### config.mk
export PLATFORM = sky130hd
export DESIGN_NAME = cpu_sequencer_flat
export DESIGN_NICKNAME = d
export VERILOG_FILES = /design/src/rtl/cpu_pkg.sv /design/src/rtl/cpu_sequencer_if.sv /design/src/rtl/cpu_decode.sv /design/src/rtl/cpu_sequencer.sv /design/src/flat_wrapper.sv
export SDC_FILE = /design/constraint.sdc
export NUM_CORES = 1
export LEC_CHECK = 0
export BUFFER_PORTS_ARGS = -buffer_cell sky130_fd_sc_hd__buf_2
export CORE_MARGIN = 2
export CORE_UTILIZATION = 32
export CTS_CLUSTER_SIZE = 20
export DETAILED_ROUTE_END_ITERATION = 6
export HOLD_SLACK_MARGIN = 0.03
export PLACE_DENSITY_LB_ADDON = 0.12
export SLEW_MARGIN = 20
export SYNTH_ARGS = -nofsm -noshare
export SYNTH_HDL_FRONTEND = slang
export SYNTH_SLANG_ARGS = --single-unit
### constraint.sdc
create_clock -name clk -period 1.6 [get_ports clk]
set_input_delay 0.08 -clock clk [delete_from_list [all_inputs] [get_ports clk]]
set_output_delay 0.08 -clock clk [all_outputs]
set_load 0.005 [all_outputs]
### src/rtl/cpu_pkg.sv
// Shared types and constants for the stack-machine control sequencer.
// Holds the state encoding, opcode map, mux selects and per-state decode.
package cpu_pkg;

   typedef enum logic [3:0] {
      S_INIT,
      S_FETCH,
      S_DECODE,
      S_PUSH_IMM,
      S_POP_A,
      S_POP_B,
      S_PUSH_RES,
      S_JUMP,
      S_HALT,
      S_ERROR
   } state_e;

   localparam logic [5:0] OP_NOP    = 6'h00;
   localparam logic [5:0] OP_PUSHI  = 6'h01;
   localparam logic [5:0] OP_ALU_LO = 6'h08;
   localparam logic [5:0] OP_ALU_HI = 6'h0E;
   localparam logic [5:0] OP_JMP    = 6'h10;
   localparam logic [5:0] OP_HALT   = 6'h3F;

   localparam logic [1:0] INC_ALU   = 2'd0;
   localparam logic [1:0] INC_STEP  = 2'd1;
   localparam logic [1:0] INC_START = 2'd2;
   localparam logic [1:0] INC_ZERO  = 2'd3;

   localparam logic [1:0] ADDR_SR    = 2'd0;
   localparam logic [1:0] ADDR_SR_ID = 2'd1;
   localparam logic [1:0] ADDR_PC_ID = 2'd2;
   localparam logic [1:0] ADDR_R1    = 2'd3;

   localparam logic [1:0] DATA_SR  = 2'd0;
   localparam logic [1:0] DATA_PC  = 2'd1;
   localparam logic [1:0] DATA_ALU = 2'd2;
   localparam logic [1:0] DATA_IN  = 2'd3;

   localparam logic [2:0] ALU_PASS = 3'b111;

   localparam logic [15:0] STACK_START_POINT = 16'hFFFF;
   localparam logic [15:0] ENTRY_POINT       = 16'h0020;

   typedef struct packed {
      logic nop;
      logic pushi;
      logic alu;
      logic jmp;
      logic halt;
      logic illegal;
   } op_class_t;

   typedef struct packed {
      logic       cmd_w;
      logic       r1_w;
      logic       r2_w;
      logic       sr_w;
      logic       pc_w;
      logic       sr_inc;
      logic       pc_inc;
      logic [1:0] sr_incc;
      logic [1:0] pc_incc;
      logic [2:0] alu_func;
      logic [1:0] addr_sel;
      logic [1:0] data_sel;
      logic       write_memory;
      logic       error;
      logic       halted;
   } ctl_t;

   // Moore output pattern for a state; func is the opcode's low bits.
   function automatic ctl_t state_ctl(state_e s, logic [2:0] func);
      ctl_t c;
      c = '0;
      unique case (s)
         S_INIT: begin
            c.sr_w    = 1'b1;
            c.pc_w    = 1'b1;
            c.sr_incc = INC_START;
            c.pc_incc = INC_START;
         end
         S_FETCH: begin
            c.addr_sel = ADDR_PC_ID;
            c.pc_inc   = 1'b1;
            c.cmd_w    = 1'b1;
            c.pc_w     = 1'b1;
            c.pc_incc  = INC_STEP;
         end
         S_PUSH_IMM: begin
            c.addr_sel     = ADDR_SR;
            c.data_sel     = DATA_IN;
            c.write_memory = 1'b1;
            c.sr_w         = 1'b1;
            c.sr_incc      = INC_STEP;
         end
         S_POP_A: begin
            c.addr_sel = ADDR_SR_ID;
            c.sr_inc   = 1'b1;
            c.r1_w     = 1'b1;
            c.sr_w     = 1'b1;
            c.sr_incc  = INC_STEP;
         end
         S_POP_B: begin
            c.addr_sel = ADDR_SR_ID;
            c.sr_inc   = 1'b1;
            c.r2_w     = 1'b1;
            c.sr_w     = 1'b1;
            c.sr_incc  = INC_STEP;
         end
         S_PUSH_RES: begin
            c.alu_func     = func;
            c.addr_sel     = ADDR_SR;
            c.data_sel     = DATA_ALU;
            c.write_memory = 1'b1;
            c.sr_w         = 1'b1;
            c.sr_incc      = INC_STEP;
         end
         S_JUMP: begin
            c.alu_func = ALU_PASS;
            c.pc_w     = 1'b1;
            c.pc_incc  = INC_ALU;
         end
         S_HALT:  c.halted = 1'b1;
         S_ERROR: c.error  = 1'b1;
         default: c = '0;
      endcase
      return c;
   endfunction

endpackage

### src/rtl/cpu_sequencer_if.sv
// Control bus between the sequencer and the stack-machine datapath.
// master = sequencer side, slave = datapath side.
interface cpu_sequencer_if;

   logic [5:0] opcode;
   logic       stack_empty;
   logic       cmd_w;
   logic       R1_w;
   logic       R2_w;
   logic       SR_w;
   logic       PC_w;
   logic       SR_inc;
   logic       PC_inc;
   logic [1:0] SR_incc;
   logic [1:0] PC_incc;
   logic [2:0] alu_func;
   logic [1:0] addr_sel;
   logic [1:0] data_sel;
   logic       write_memory;
   logic       error;
   logic       halted;

   modport master (
      input  opcode, stack_empty,
      output cmd_w, R1_w, R2_w, SR_w, PC_w,
      output SR_inc, PC_inc, SR_incc, PC_incc,
      output alu_func, addr_sel, data_sel,
      output write_memory, error, halted
   );

   modport slave (
      output opcode, stack_empty,
      input  cmd_w, R1_w, R2_w, SR_w, PC_w,
      input  SR_inc, PC_inc, SR_incc, PC_incc,
      input  alu_func, addr_sel, data_sel,
      input  write_memory, error, halted
   );

endinterface

### src/rtl/cpu_decode.sv
// Combinational opcode classifier for the sequencer's dispatch.
// Exactly one class bit is set for any opcode.
module cpu_decode
   import cpu_pkg::*;
(
   input  logic [5:0] opcode,
   output op_class_t  cls
);

   always_comb begin
      cls = '0;
      unique case (1'b1)
         opcode == OP_NOP:   cls.nop   = 1'b1;
         opcode == OP_PUSHI: cls.pushi = 1'b1;
         opcode >= OP_ALU_LO && opcode <= OP_ALU_HI:
            cls.alu = 1'b1;
         opcode == OP_JMP:   cls.jmp   = 1'b1;
         opcode == OP_HALT:  cls.halt  = 1'b1;
         default:            cls.illegal = 1'b1;
      endcase
   end

endmodule

### src/rtl/cpu_sequencer.sv
// Control FSM for a 16-bit stack machine: fetch, decode, push/pop and
// jump sequencing with registered Moore outputs and sticky halt/error.
module cpu_sequencer
   import cpu_pkg::*;
#(
   parameter bit ERR_ON_UNDERFLOW = 1'b1
) (
   input  logic            clk,
   input  logic            rst_n,
   cpu_sequencer_if.master bus
);

   state_e    state_q, state_d;
   ctl_t      ctl_q, ctl_d, ctl;
   logic      init_pend_q, init_pend_d;
   op_class_t cls;
   logic      uflow;

   cpu_decode u_decode (
      .opcode (bus.opcode),
      .cls    (cls)
   );

   assign uflow = ERR_ON_UNDERFLOW && bus.stack_empty &&
                  (state_q == S_POP_A || state_q == S_POP_B);

   // INIT holds one extra cycle after reset so its loads are presented.
   always_comb begin
      state_d     = state_q;
      init_pend_d = 1'b0;
      unique case (state_q)
         S_INIT:     state_d = init_pend_q ? S_INIT : S_FETCH;
         S_FETCH:    state_d = S_DECODE;
         S_DECODE: begin
            unique case (1'b1)
               cls.nop:          state_d = S_FETCH;
               cls.pushi:        state_d = S_PUSH_IMM;
               cls.alu, cls.jmp: state_d = S_POP_A;
               cls.halt:         state_d = S_HALT;
               cls.illegal:      state_d = S_ERROR;
               default:          state_d = S_ERROR;
            endcase
         end
         S_PUSH_IMM: state_d = S_FETCH;
         S_POP_A: begin
            if (uflow)        state_d = S_ERROR;
            else if (cls.jmp) state_d = S_JUMP;
            else              state_d = S_POP_B;
         end
         S_POP_B:    state_d = uflow ? S_ERROR : S_PUSH_RES;
         S_PUSH_RES: state_d = S_FETCH;
         S_JUMP:     state_d = S_FETCH;
         S_HALT:     state_d = S_HALT;
         S_ERROR:    state_d = S_ERROR;
         default:    state_d = S_ERROR;
      endcase
      ctl_d = state_ctl(state_d, bus.opcode[2:0]);
   end

   always_ff @(posedge clk) begin
      if (!rst_n) begin
         state_q     <= S_INIT;
         ctl_q       <= '0;
         init_pend_q <= 1'b1;
      end else begin
         state_q     <= state_d;
         ctl_q       <= ctl_d;
         init_pend_q <= init_pend_d;
      end
   end

   // Stack state is only known in the pop cycle itself, so squash there.
   always_comb begin
      ctl = ctl_q;
      if (uflow) begin
         ctl.cmd_w        = 1'b0;
         ctl.r1_w         = 1'b0;
         ctl.r2_w         = 1'b0;
         ctl.sr_w         = 1'b0;
         ctl.pc_w         = 1'b0;
         ctl.write_memory = 1'b0;
      end
   end

   assign bus.cmd_w        = ctl.cmd_w;
   assign bus.R1_w         = ctl.r1_w;
   assign bus.R2_w         = ctl.r2_w;
   assign bus.SR_w         = ctl.sr_w;
   assign bus.PC_w         = ctl.pc_w;
   assign bus.SR_inc       = ctl.sr_inc;
   assign bus.PC_inc       = ctl.pc_inc;
   assign bus.SR_incc      = ctl.sr_incc;
   assign bus.PC_incc      = ctl.pc_incc;
   assign bus.alu_func     = ctl.alu_func;
   assign bus.addr_sel     = ctl.addr_sel;
   assign bus.data_sel     = ctl.data_sel;
   assign bus.write_memory = ctl.write_memory;
   assign bus.error        = ctl.error;
   assign bus.halted       = ctl.halted;

endmodule
### src/flat_wrapper.sv
// flat-port wrapper written by rule: the top's interface ports become plain ports
module cpu_sequencer_flat import cpu_pkg::*;
#(
   parameter bit ERR_ON_UNDERFLOW = 1'b1
)
  (clk, rst_n, bus_opcode, bus_stack_empty, bus_cmd_w, bus_R1_w, bus_R2_w, bus_SR_w, bus_PC_w, bus_SR_inc, bus_PC_inc, bus_SR_incc, bus_PC_incc, bus_alu_func, bus_addr_sel, bus_data_sel, bus_write_memory, bus_error, bus_halted);
  cpu_sequencer_if bus_i ();
  input  logic clk;
  input  logic rst_n;
  input wire logic [$bits(bus_i.opcode)-1:0] bus_opcode;
  input wire logic [$bits(bus_i.stack_empty)-1:0] bus_stack_empty;
  output wire logic [$bits(bus_i.cmd_w)-1:0] bus_cmd_w;
  output wire logic [$bits(bus_i.R1_w)-1:0] bus_R1_w;
  output wire logic [$bits(bus_i.R2_w)-1:0] bus_R2_w;
  output wire logic [$bits(bus_i.SR_w)-1:0] bus_SR_w;
  output wire logic [$bits(bus_i.PC_w)-1:0] bus_PC_w;
  output wire logic [$bits(bus_i.SR_inc)-1:0] bus_SR_inc;
  output wire logic [$bits(bus_i.PC_inc)-1:0] bus_PC_inc;
  output wire logic [$bits(bus_i.SR_incc)-1:0] bus_SR_incc;
  output wire logic [$bits(bus_i.PC_incc)-1:0] bus_PC_incc;
  output wire logic [$bits(bus_i.alu_func)-1:0] bus_alu_func;
  output wire logic [$bits(bus_i.addr_sel)-1:0] bus_addr_sel;
  output wire logic [$bits(bus_i.data_sel)-1:0] bus_data_sel;
  output wire logic [$bits(bus_i.write_memory)-1:0] bus_write_memory;
  output wire logic [$bits(bus_i.error)-1:0] bus_error;
  output wire logic [$bits(bus_i.halted)-1:0] bus_halted;
  assign bus_i.opcode = bus_opcode;
  assign bus_i.stack_empty = bus_stack_empty;
  assign bus_cmd_w = bus_i.cmd_w;
  assign bus_R1_w = bus_i.R1_w;
  assign bus_R2_w = bus_i.R2_w;
  assign bus_SR_w = bus_i.SR_w;
  assign bus_PC_w = bus_i.PC_w;
  assign bus_SR_inc = bus_i.SR_inc;
  assign bus_PC_inc = bus_i.PC_inc;
  assign bus_SR_incc = bus_i.SR_incc;
  assign bus_PC_incc = bus_i.PC_incc;
  assign bus_alu_func = bus_i.alu_func;
  assign bus_addr_sel = bus_i.addr_sel;
  assign bus_data_sel = bus_i.data_sel;
  assign bus_write_memory = bus_i.write_memory;
  assign bus_error = bus_i.error;
  assign bus_halted = bus_i.halted;
  cpu_sequencer #(.ERR_ON_UNDERFLOW(ERR_ON_UNDERFLOW)) u_core (.clk(clk), .rst_n(rst_n), .bus(bus_i));
endmodule
Yosys cells after proc, flatten, opt, wreduce, memory -nomap -nowiden
Cells that the tools add are included.
{"block": "totals", "word_cells": 76, "regBits": 25}
{"block": "op_classes", "n_reduce_logical": 12, "n_eq_ne": 19, "n_lt_le_gt_ge": 2, "muxes": 27}
{"operator": "$eq A4 B3 Y1 const B", "n": 8}
{"operator": "$pmux W4 S7", "n": 1}
{"operator": "$mux W1", "n": 16}
{"operator": "$pmux W4 S4", "n": 1}
{"operator": "$eq A4 B2 Y1 const B", "n": 3}
{"operator": "$eq A4 B4 Y1 const B", "n": 3}
{"operator": "$pmux W2 S2", "n": 3}
{"operator": "$pmux W3 S2", "n": 2}
{"operator": "$eq A4 B1 Y1 const B", "n": 2}
{"operator": "$logic_not A4 Y1", "n": 2}
{"operator": "$mux W4", "n": 2}
{"operator": "$eq A6 B1 Y1 const B", "n": 1}
{"operator": "$eq A6 B5 Y1 const B", "n": 1}
{"operator": "$eq A6 B6 Y1 const B", "n": 1}
{"operator": "$ge A6 B4 Y1 const B", "n": 1}
{"operator": "$le A6 B4 Y1 const B", "n": 1}
{"operator": "$logic_not A6 Y1", "n": 1}
{"operator": "$reduce_or A3 Y1", "n": 2}
{"operator": "$mux W5", "n": 1}
{"operator": "$reduce_or A5 Y1", "n": 1}
{"operator": "$reduce_or A2 Y1", "n": 2}
{"operator": "$reduce_or A4 Y1", "n": 1}
{"operator": "$logic_and A1 B1 Y1", "n": 2}
{"operator": "$mux W2", "n": 1}
{"operator": "$logic_or A1 B1 Y1", "n": 1}

Logic depth before layout (Yosys ltp)
Gate-level depths: netlist of the first run.
{"block": "depth", "ltp_word": 9, "ltp_mapped": 7}

Hierarchy
From an unflattened synthesis of the first run, not the netlist that was laid out.
{"block": "unflattened", "hier_cells": 114, "hier_area_um2": 1046.0}
{"module": "cpu_sequencer", "cells_each": 96, "seq_area_each_um2": 440.4, "area_each_um2": 943.4, "instances": 1}
{"module": "cpu_decode", "cells_each": 18, "seq_area_each_um2": 0.0, "area_each_um2": 102.6, "instances": 1}

Least setup slack after synthesis of the first run
OpenSTA, ideal clock, no wires.
{"block": "synth_path", "path_type": "register -> register", "startpoint": "register u_core.state_q[3]", "endpoint": "register u_core.ctl_q[16] in the netlist's numbering", "synth_period_minus_slack_ns": 1.624, "stages_incl_launch_ff": 7, "path_buffers": 1, "path_slack_ns": -0.024, "t_required_ns": 1.485, "arrival_time_ns": 1.509, "cell_sequence": "dfxtp_1 buf_2 nor4b_2 a21bo_2 a22oi_2 nor3b_1 o21a_1"}
{"block": "synth_via", "elab_chain_len": 8, "elab_cells_between_ends": 20}
{"element": "start, declared", "line": "cpu_sequencer.sv:13", "rtl": "state_e state_q, state_d;"}
{"element": "start signal, assigned", "line": "cpu_sequencer.sv:66", "rtl": "state_q <= state_d;"}
{"element": "$eq A4 B3 Y1", "line": "cpu_sequencer.sv:25, cpu_sequencer.sv:31"}
{"element": "$logic_or A1 B1 Y1", "line": "cpu_sequencer.sv:25", "rtl": "(state_q == S_POP_A || state_q == S_POP_B);"}
{"element": "$logic_and A1 B1 Y1", "line": "cpu_sequencer.sv:24", "rtl": "assign uflow = ERR_ON_UNDERFLOW && bus.stack_empty &&"}
{"element": "$mux W4 (on tied branches)", "line": "cpu_sequencer.sv:50, cpu_sequencer.sv:46"}
{"element": "$pmux W4 S7 *", "line": "cpu_sequencer.sv:31", "rtl": "unique case (state_q)"}
{"element": "$eq A4 B3 Y1 (tied with other cells)", "line": "cpu_pkg.sv:76", "rtl": "unique case (s)"}
{"element": "$reduce_or A3 Y1 (no line) *"}
{"element": "$mux W1 *", "line": "cpu_pkg.sv:76"}
{"element": "end signal, assigned", "line": "cpu_sequencer.sv:67", "rtl": "ctl_q <= ctl_d;"}
{"element": "end, declared", "line": "cpu_sequencer.sv:14", "rtl": "ctl_t ctl_q, ctl_d, ctl;"}
Mark *: on every way between the ends. The rest lies on a longest branch, timed or not.
A chain may end at the register's enable or synchronous reset.

Final worst setup path of the first run
{"block": "layout_path", "startpoint": "register u_core.state_q[2]", "endpoint": "register u_core.ctl_q[16] in the netlist's numbering"}
The elaborated chain is that of the path after synthesis.

==> summary.txt, run 1 <==
Worst setup path
  – Worst path max stage delay: between 300 and 400 ps
  – CP most frequent cell: buf_4
  – Max FO, Critical Path: 5
  – Slowest CP cell: dfxtp_2
  – Req. time, crit path: around 1800 ps
  – CP arrival: 1900 ps
  – Worst setup SP type: register
  – Setup CP Type: register to register
  – Critical path, cell by cell: buf_4, o21ba_1, o211ai_1, buf_4, a22oi_2, nor3b_2, o21a_1
  – Crit end category: register

Timing
  – # setup viols final: 16
  – Final critical-path required period: about 1700 ps
  – Maximum clock frequency: between 0.5 and 0.6 GHz
  – Setup TNS: -685 ps
  – Transition time at the pin with the least slew margin: approximately 400 ps
  – Tcrit/Tclk final: 1.06
  – Fin Clk Skew: around 11 ps
  – Slew margin rel.: 0.733
  – Fin. Hold Viols: 0
  – Unrepaired setup endpoints after global routing: true
  – Count of pins over their slew limit: 0
  – Hold Worst Slack: 72.6 ps
  – Setup WS post-layout: -95.6 ps

Power
  – Clock power share: 0.199
  – Comb power frac: 0.310
  – Leakage: 0.678 nW
  – Sequential fraction of design power: 0.491
  – Int Pwr: about 0.00092 W
  – IR drop worst, VDD: approximately 380 uV
  – Sw Share: 0.300
  – Pwr dens: 983 nW/um2
  – Switching Power: 0.000393 W
  – Total power: 0.00131 W

GRT
  – GRT Resource Usage Total: 0.132
  – GRT overflow: 0
  – Global-route wire length before repair: 3550 um
  – Largest net degree at the start of global routing: 13
  – Vias in the first global route: 820
  – Initial antenna violation count: 0

Floorplanning
  – Full die area: 3570 um2
  – Row count: 20
  – Core Area: roughly 3000 um2
  – Die Ht: ~60 um
  – Initial core utilization: 0.332
  – Boundary Pins: 30
  – Die X-Extent: roughly 60 um

Route
  – Post-route ant nets: 0
  – Final wirelength: 2210 um
  – Vias: between 800 and 900
  – Residual DRC: 0
  – Number of DRC markers in iteration 0: 14
  – DR WL/cell: 12.5 um
  – TritonRoute pass-1 iters: 4
  – DR vias/cell: roughly 4.9

CTS
  – Worst skew pair latency: roughly 300 ps
  – Clk Tree Root Cell: clkbuf_4
  – CTS Buffer Depth: 2
  – CTS tree: done
  – H-tree depth: 1
  – CTS Buf Count: 3
  – Clock slew at reported path FFs: ~130 ps
  – # hold bufs at CTS: 0
  – CTS sink cnt: 23

Layout
  – Layout cells sized above 1: 0.500
  – Syn-to-layout area delta: 33.9%
  – Layout Cells excl Fill: 177
  – Diode count: 0
  – FILL cells: around 320
  – Layout Nets: 154

Min path
  – Hold Path Class: input port to register

Synthesis
  – Post-Synthesis Net Count: 115
  – Post-Synthesis Cells: 106
  – Synth unique cells: 33
  – Area contributors post-synth: dfxtp_1 46%, buf_4 8.3%, nor2b_1 4.4%
  – Synth area leader: dfxtp_1
  – Count leader, synth: dfxtp_1
  – Most frequent cells after synthesis: 23 x dfxtp_1, 11 x buf_4, 11 x nor2_1
  – Synth warnings: 0
  – Top FF cell, synth: dfxtp_1
  – Post-synth EDFFs: 0
  – Synth async-reset ratio: 0
  – Syn Area/Cell: between 9 and 10 um2
  – Mapped Area: ~1000 um2
  – Post-synthesis sequential area ratio: 0.462
  – #FFs+latches synth: 23
  – Yosys top cell area share: 0.462

Run status
  – Status: finished, violations left
  – Failing checks: negative setup slack

Placed design
  – IO Port Bufs: 29
  – GPL Wtd Cong: 0.760
  – Dpl hpwl: 1630 um
  – Cells after DPL: 170

Job
  – Maxcap violations: 0
worst max-delay path: cells and delay by family (launching register included):
family,cells,cell delay (ps)
and+or+nand+nor,1,80
DFF,1,370
buffers and inverters,2,310
AOI/OAI and AO/OA,4,840
kinds of logic after synthesis:
logic type / Yosys count / share of synthesized area
buffers and inverters: 20 / 0.118
and+or+nand+nor: 40 / 0.225
DFF: 23 / 0.462
AOI/OAI and AO/OA: 23 / 0.195
path summary, 6_finish.rpt:
kind / startpoint / to / slack, ps / cells after the start
hold reg to reg: u_core.state_q[3]$_SDFF_PN0_ / u_core.ctl_q[2]$_SDFF_PN0_ / 830 / 5
setup reg to reg: u_core.state_q[2]$_SDFF_PN0_ / u_core.ctl_q[16]$_SDFF_PN0_ / -100 / 7
hold / removal: rst_n / u_core.ctl_q[16]$_SDFF_PN0_ / 70 / 2
setup / recovery: u_core.state_q[2]$_SDFF_PN0_ / u_core.ctl_q[16]$_SDFF_PN0_ / -100 / 7
layer usage:
layer | track usage | vias up | wire length, um
met3 | 0.0368 | 2 | 111
met2 | 0.217 | 23 | 1060
met1 | 0.162 | 411 | 1020
met5 | 0 | - | 0
met4 | 0.0508 | 0 | 13
li1 | - | 431 | -
layout by cell type, fill, tap and decap left out, types with 2 or more instances in the layout:
cell type and instances:
buf_2 29, nor2b_1 7, clkbuf_4 3, nor2_1 8
inv_1 8, nor2_2 4, dfxtp_1 19, o211a_1 3
a21oi_1 5, dfxtp_2 3, buf_6 3, buf_4 14
nand2_1 5, nor3_2 2, o21a_1 2
stage by stage:
stage	utilization	area [um2]	setup slack (ps)
final	0.444	1330	-95.6
after global routing	0.444	1330	-191
after CTS	0.424	1270	-60.7
after detailed placement	0.403	1210	-129
after global placement	0.403	1210	-143
after floorplan	-	1000	12.2
flip-flops by register name, indices dropped and copies added (netlist names):
register             cells
u_core.bus.SR_incc       2
u_core.bus.data_sel      1
u_core.init_pend_q       1
u_core.bus.PC_incc       2
u_core.bus.addr_sel      2
u_core.ctl_q             5
u_core.bus.halted        1
u_core.bus.alu_func      3
u_core.bus.error         1
u_core.bus.SR_inc        1
u_core.state_q           4
power by group through the flow:
| stage | logic, W | clock network [W] | registers [W] |
|---|---|---|---|
| global placement | 0.000341 | 0 | 0.000654 |
| global route | 0.000444 | 0.000300 | 0.000651 |
| CTS | 0.000358 | 0.000271 | 0.000644 |
| detailed placement | 0.000342 | 0 | 0.000655 |
| floorplan | 0.000203 | 0 | 0.000653 |
| finish | 0.000407 | 0.000261 | 0.000644 |
layout make-up:
class / count / area, um2 / area share
Multi-Input combinational cell: 63 / 484 / 0.363
Clock buffer: 4 / 26.3 / 0.0197
Inverter: 8 / 30.0 / 0.0225
Timing Repair Buffer: 46 / 284 / 0.213
Sequential cell: 23 / 468 / 0.351
Tap cell: 33 / 41.3 / 0.0310
repair_timing:
action	4_1_cts	5_1_grt
pin swaps	3	1
setup endpoints to repair	15	20
buffers inserted	2	1
endpoints found under the hold margin	0	0
gates resized for setup	8	14
Power figures use the tool's default switching activity.
==> run 2, diff against run 1 <==
--- a/config.mk
+++ b/config.mk
@@ -16,3 +16,4 @@
 export SYNTH_ARGS = -nofsm -noshare
 export SYNTH_HDL_FRONTEND = slang
 export SYNTH_SLANG_ARGS = --single-unit
+export TNS_END_PERCENT = 30
==> run 2 against run 1 <==
  * The flow still finishes with violations (negative setup slack)
  * Clock skew barely moved
  * Worst setup slack improved by 74 ps
  * Hold slack got worse by 5.8 ps
  * Sequential share of layout area is 0.20 points lower
  * Non-clock buffer count is 1 lower
  * Total power is 0.51% lower
  * Via count decreased by 4.0%
  * Sequential power is essentially flat
  * Routed wire length fell by 2.4%
  * Flip-flop and latch count is the same
  * Register-to-register slack improved by 70 ps
  * Cell count is 0.56% lower
  * Critical path type unchanged
==> summary.txt, run 2 (synthesized netlist as in run 1, its figures left out) <==
Layout
  – Commonest non-fill, non-tap cell in the layout: buf_2
  – Diode count: 0 (unchanged)
  – Final core occ: 0.449 (+0.00500)
  – Syn-to-layout area delta: 35.4%
  – Layout Cells excl Fill: 176 (-0.56%)
  – Layout cells sized above 1: 0.497 (-0.00350)
  – Design Area, Final: 1350 um2 (+1.1%)
  – Commonest cells after routing, fill and taps aside: 29 x buf_2, 19 x dfxtp_1, 13 x buf_4
  – Number of flip-flops in the largest register: 5 (unchanged)
  – Top reg by flops: u_core.ctl_q
  – Layout Nets: 153 (-0.65%)

Timing
  – Count of pins over their slew limit: 0 (unchanged)
  – Unrepaired setup endpoints after global routing: true
  – Setup WS post-layout: -21.8 ps (+73.8 ps)
  – Maximum clock frequency: 0.617 GHz (+4.5%)
  – Fin. Hold Viols: 0 (unchanged)
  – Tcrit/Tclk final: 1.01 (-0.0461)
  – Fin Clk Skew: 10.7 ps (-0.402 ps)
  – Setup TNS: -67.8 ps (+618 ps)
  – Transition time at the pin with the least slew margin: 401 ps (+1.21 ps)
  – Slew margin rel.: 0.732 (-0.000810)
  – # setup viols final: 5 (-11)
  – Final critical-path required period: 1620 ps (-73.8 ps)

Floorplanning
  – Core Area: 3000 um2 (unchanged)
  – Die X-Extent: 59.8 um (unchanged)
  – Row count: 20 (unchanged)
  – Initial core utilization: 0.332 (unchanged)
  – Full die area: 3570 um2 (unchanged)
  – Die Ht: 59.8 um (unchanged)
  – Boundary Pins: 30 (unchanged)

Route
  – Vias: 832 (-4.0%)
  – DR vias/cell: 4.73 (-3.5%)
  – Residual DRC: 0 (unchanged)
  – Post-route ant nets: 0 (unchanged)
  – DR WL/cell: 12.3 um (-1.8%)
  – TritonRoute pass-1 iters: 4 (unchanged)
  – Number of DRC markers in iteration 0: 5 (-9)
  – Final wirelength: 2160 um (-2.4%)

Power
  – Total power: 0.00130 W (-0.51%)
  – Leakage: 0.675 nW (-0.46%)
  – Comb power frac: 0.311 (about the same)
  – Pwr dens: 967 nW/um2 (-1.6%)
  – Sw Share: 0.297 (-0.00293)
  – IR drop worst, VDD: 445 uV (+17%)
  – Switching Power: 0.000387 W (-1.5%)
  – Int Pwr: 0.000917 W (about the same)
  – Clock power share: 0.198 (about the same)
  – Sequential fraction of design power: 0.492 (about the same)

Run status
  – Failing checks: negative setup slack
  – Status: finished, violations left

CTS
  – Clk Tree Root Cell: clkbuf_4
  – CTS tree: done
  – Clock slew at reported path FFs: 120 ps (about the same)
  – CTS sink cnt: 23 (unchanged)
  – CTS Buffer Depth: 2 (unchanged)
  – CTS Buf Count: 3 (unchanged)
  – H-tree depth: 1 (unchanged)
  – Post-CTS Setup Bufs: 0 (-2)
  – # hold bufs at CTS: 0 (unchanged)
  – Worst skew pair latency: 310 ps (about the same)

Worst setup path
  – Crit end category: register
  – R2r setup slk: -20 ps (+70 ps)
  – Req. time, crit path: 1850 ps (+50 ps)
  – CP arrival: 1870 ps (-30 ps)
  – Worst setup SP type: register
  – Max FO, Critical Path: 7 (+2)
  – Setup CP Type: register to register
  – R2R depth: 6 (-1)

GRT
  – Global-route wire length before repair: 3480 um (-2.1%)
  – GRT overflow: 0 (unchanged)
  – GRT Resource Usage Total: 0.129 (-0.00336)
  – Initial antenna violation count: 0 (unchanged)
  – Vias in the first global route: 788 (-3.9%)
  – Largest net degree at the start of global routing: 14 (+1)

Min path
  – Cells on Worst Hold Path: 2 (unchanged)
  – Hold Path Class: input port to register

Placed design
  – GPL Wtd Cong: 0.852 (+12%)
  – IO Port Bufs: 29 (unchanged)
  – Cell Area, Placed: 1210 um2 (+0.52%)
  – Dpl hpwl: 1640 um (+0.29%)
  – Cells after DPL: 172 (+1.2%)

Job
  – Maxcap violations: 0 (unchanged)
-- run 2: area by class of cell --
class,count,area [um2]
well taps,33,41.3
flip-flops and latches,23,470
clock inverters,1,5.00
clock buffers,3,22.5
multi-input cells,63,503
inverters,8,30.0
fillers,316,1650
repair buffers,45,277
-- run 2: worst paths after layout --
path | from | to
worst max-delay path | u_core.state_q[2]$_SDFF_PN0_ | u_core.bus.halted$_SDFF_PN0_
worst min-delay path | rst_n | u_core.ctl_q[16]$_SDFF_PN0_
worst max register to register | u_core.state_q[2]$_SDFF_PN0_ | u_core.bus.halted$_SDFF_PN0_
worst min register to register | u_core.state_q[2]$_SDFF_PN0_ | u_core.ctl_q[2]$_SDFF_PN0_
-- run 2: layer usage --
metal  vias up  GRT usage  routed length [um]
met5         -          0                   0
met4         0     0.0857                  42
met3         4    0.00649                  70
met2        22      0.205                1050
met1       376      0.166                 996
li1        430          -                   -
-- run 2: worst max-delay path, cell delays in order, from the launching register on --
cell and delay, ps:
dfxtp_4 390, nor4b_1 150, a32o_2 250, a32oi_4 360
o311ai_4 180, buf_6 160, nor2_2 70
-- run 2: what timing repair did --
action | CTS | global route
setup endpoints to repair | 18 | 24
pin swaps | 3 | 7
cloned | 0 | 0
gates resized for setup | 11 | 15
-- run 2: power groups by stage --
stage / Clock [W] / Sequential, W / Combinational, W
after floorplan: 0 / 0.000651 / 0.000200
after global placement: 0 / 0.000649 / 0.000346
after detailed placement: 0 / 0.000652 / 0.000345
after CTS: 0.000272 / 0.000642 / 0.000376
after global routing: 0.000303 / 0.000647 / 0.000443
final: 0.000258 / 0.000641 / 0.000405
-- run 2: stage by stage --
| stage | setup WS (ps) | hold slack (ps) |
|---|---|---|
| finish | -21.8 | 66.8 |
| global route | -114 | 51.2 |
| CTS | -11.4 | 40.7 |
| detailed placement | -80.8 | 383 |
| global placement | -54.9 | 384 |
| floorplan | -11.7 | 198 |
==> run 3, diff against run 2 <==
--- a/config.mk
+++ b/config.mk
@@ -7,7 +7,7 @@
 export LEC_CHECK = 0
 export BUFFER_PORTS_ARGS = -buffer_cell sky130_fd_sc_hd__buf_2
 export CORE_MARGIN = 2
-export CORE_UTILIZATION = 32
+export CORE_UTILIZATION = 35
 export CTS_CLUSTER_SIZE = 20
 export DETAILED_ROUTE_END_ITERATION = 6
 export HOLD_SLACK_MARGIN = 0.03
==> run 3 against run 2 <==
  * The run still ends with negative setup slack left
  * Die area shrank 8.0%
  * First-iteration DRC count grew to 3.0 times the previous value
  * Design area decreased by 2.4%
  * Largest cell class unchanged
  * Largest power group unchanged
==> summary.txt, run 3 (synthesized netlist as in run 1, its figures left out) <==
Run status
  – Status: finished, violations left
  – Failing checks: negative setup slack

GRT
  – GRT overflow: 0 (unchanged)
  – GRT Resource Usage Total: 0.146 (+0.0176)
  – M3 GR Usage: 0.0295 (+0.0230)
  – Vias in the first global route: 842 (+6.9%)
  – Global-route wire length before repair: 3700 um (+6.4%)
  – Largest net degree at the start of global routing: 14 (unchanged)
  – Busiest grt layer: met2
  – Met1 Use GR: 0.179 (+0.0129)
  – Initial antenna violation count: 0 (unchanged)
  – Met2 Use GR: 0.239 (+0.0337)

Route
  – TritonRoute pass-1 iters: 4 (unchanged)
  – Vias: 864 (+3.8%)
  – Post-route ant nets: 0 (unchanged)
  – DR WL/cell: 12.2 um (-0.44%)
  – Final wirelength: 2130 um (-1.6%)
  – DR vias/cell: 4.97 (+5.0%)
  – Number of DRC markers in iteration 0: 15 (+10)
  – Residual DRC: 0 (unchanged)

Worst setup path
  – Bufs and invs on worst path: 3 (+2)
  – Max FO, Critical Path: 4 (-3)
  – CP arrival: 1860 ps (about the same)
  – Crit end category: register
  – Worst path max stage delay: 360 ps (-30 ps)
  – Req. time, crit path: 1820 ps (-30 ps)
  – Worst setup SP type: register
  – Slowest CP cell: dfxtp_2
  – Setup CP Type: register to register
  – Critical path's top delay family: compound AO/OA/AOI/OAI gates
  – Critical path, cell by cell: buf_4, a21oi_2, o211ai_1, buf_4, buf_4, a22oi_2, nor3b_2, o21a_1
  – CP most frequent cell: buf_4

Floorplanning
  – Core Area: 2730 um2 (-9.0%)
  – Initial core utilization: 0.364 (+0.0326)
  – Die Ht: 57.3 um (-4.1%)
  – Die X-Extent: 57.3 um (-4.1%)
  – Row count: 19 (-5.0%)
  – Full die area: 3290 um2 (-8.0%)
  – Boundary Pins: 30 (unchanged)

Layout
  – Commonest cells after routing, fill and taps aside: 29 x buf_2, 20 x dfxtp_1, 12 x buf_4
  – Number of flip-flops in the largest register: 5 (unchanged)
  – Layout Cells excl Fill: 174 (-1.1%)
  – Syn-to-layout area delta: 32.2%
  – Diode count: 0 (unchanged)
  – Top reg by flops: u_core.ctl_q
  – Layout Nets: 153 (unchanged)
  – Design Area, Final: 1320 um2 (-2.4%)
  – Layout cells sized above 1: 0.476 (-0.0210)
  – Commonest non-fill, non-tap cell in the layout: buf_2

Timing
  – Unrepaired setup endpoints after global routing: true
  – Fin. Hold Viols: 0 (unchanged)
  – Final critical-path required period: 1650 ps (+24.0 ps)
  – Setup WS post-layout: -45.9 ps (-24.0 ps)
  – Fin Clk Skew: 7.41 ps (-3.30 ps)
  – Slew margin rel.: 0.726 (-0.00623)
  – Maximum clock frequency: 0.608 GHz (-1.5%)
  – Transition time at the pin with the least slew margin: 410 ps (+9.32 ps)
  – Tcrit/Tclk final: 1.03 (+0.0150)
  – Setup TNS: -187 ps (-119 ps)
  – # setup viols final: 8 (+3)
  – Count of pins over their slew limit: 0 (unchanged)

Min path
  – Hold Path Class: input port to register

CTS
  – CTS Buffer Depth: 2 (unchanged)
  – CTS Buf Count: 3 (unchanged)
  – Clk Tree Root Cell: clkbuf_4
  – Clock slew at reported path FFs: 130 ps (about the same)
  – Worst skew pair latency: 310 ps (about the same)
  – CTS tree: done
  – CTS sink cnt: 23 (unchanged)
  – H-tree depth: 1 (unchanged)

Placed design
  – Cell Area, Placed: 1200 um2 (-1.4%)
  – GPL Wtd Cong: 0.813 (-4.6%)
  – DP Worst Slack: -77.4 ps (+3.35 ps)
  – Dpl hpwl: 1560 um (-5.1%)
  – IO Port Bufs: 29 (unchanged)
  – Cells after DPL: 168 (-2.3%)

Power
  – Pwr dens: 977 nW/um2 (+0.97%)
  – IR drop worst, VDD: 561 uV (+26%)
  – Total power: 0.00129 W (-1.5%)
  – Leakage: 0.665 nW (-1.6%)

Job
  – Maxcap violations: 0 (unchanged)
run 3: layout make-up:
cell class              instances  area [um2]
clock buffers                   3        22.5
clock inverters                 1        5.00
fillers                       271        1420
inverters                       8        30.0
multi-input cells              63         474
flip-flops and latches         23         467
well taps                      31        38.8
repair buffers                 45         279
run 3: power breakdown:
part | internal [W] | total (W) | switching, W
logic | 0.000190 | 0.000377 | 0.000187
clock network | 0.0000934 | 0.000269 | 0.000176
registers | 0.000620 | 0.000639 | 0.0000191
run 3: path summary, 6_finish.rpt:
path                                startpoint                          endpoint  slack (ps)  depth (start not counted)
setup / recovery  u_core.state_q[0]$_SDFF_PN0_       u_core.ctl_q[16]$_SDFF_PN0_         -50                          8
hold / removal                           rst_n      u_core.state_q[2]$_SDFF_PN0_          70                          2
setup reg to reg  u_core.state_q[0]$_SDFF_PN0_       u_core.ctl_q[16]$_SDFF_PN0_         -50                          8
hold reg to reg   u_core.state_q[2]$_SDFF_PN0_  u_core.bus.SR_incc[1]$_SDFF_PN0_         780                          4
run 3: through the flow:
step	util	hold slack, ps
final	0.481	72.6
after global routing	0.481	60.0
after CTS	0.473	69.1
after detailed placement	0.438	365
after global placement	0.438	384
after floorplan	-	198
run 3: repair_timing:
item                       CTS  global route
cloned                       0             0
hold buffers                 1             0
gates resized for setup     13             7
setup buffers                1             0
pin swaps                    5            10
setup endpoints to repair   19            22
hold endpoints to repair     1             0
run 3: metal layers:
metal,share of wire,routed length [um]
met1,0.44,933
met2,0.48,1030
met3,0.051,108
met4,0.027,57
met5,0,0
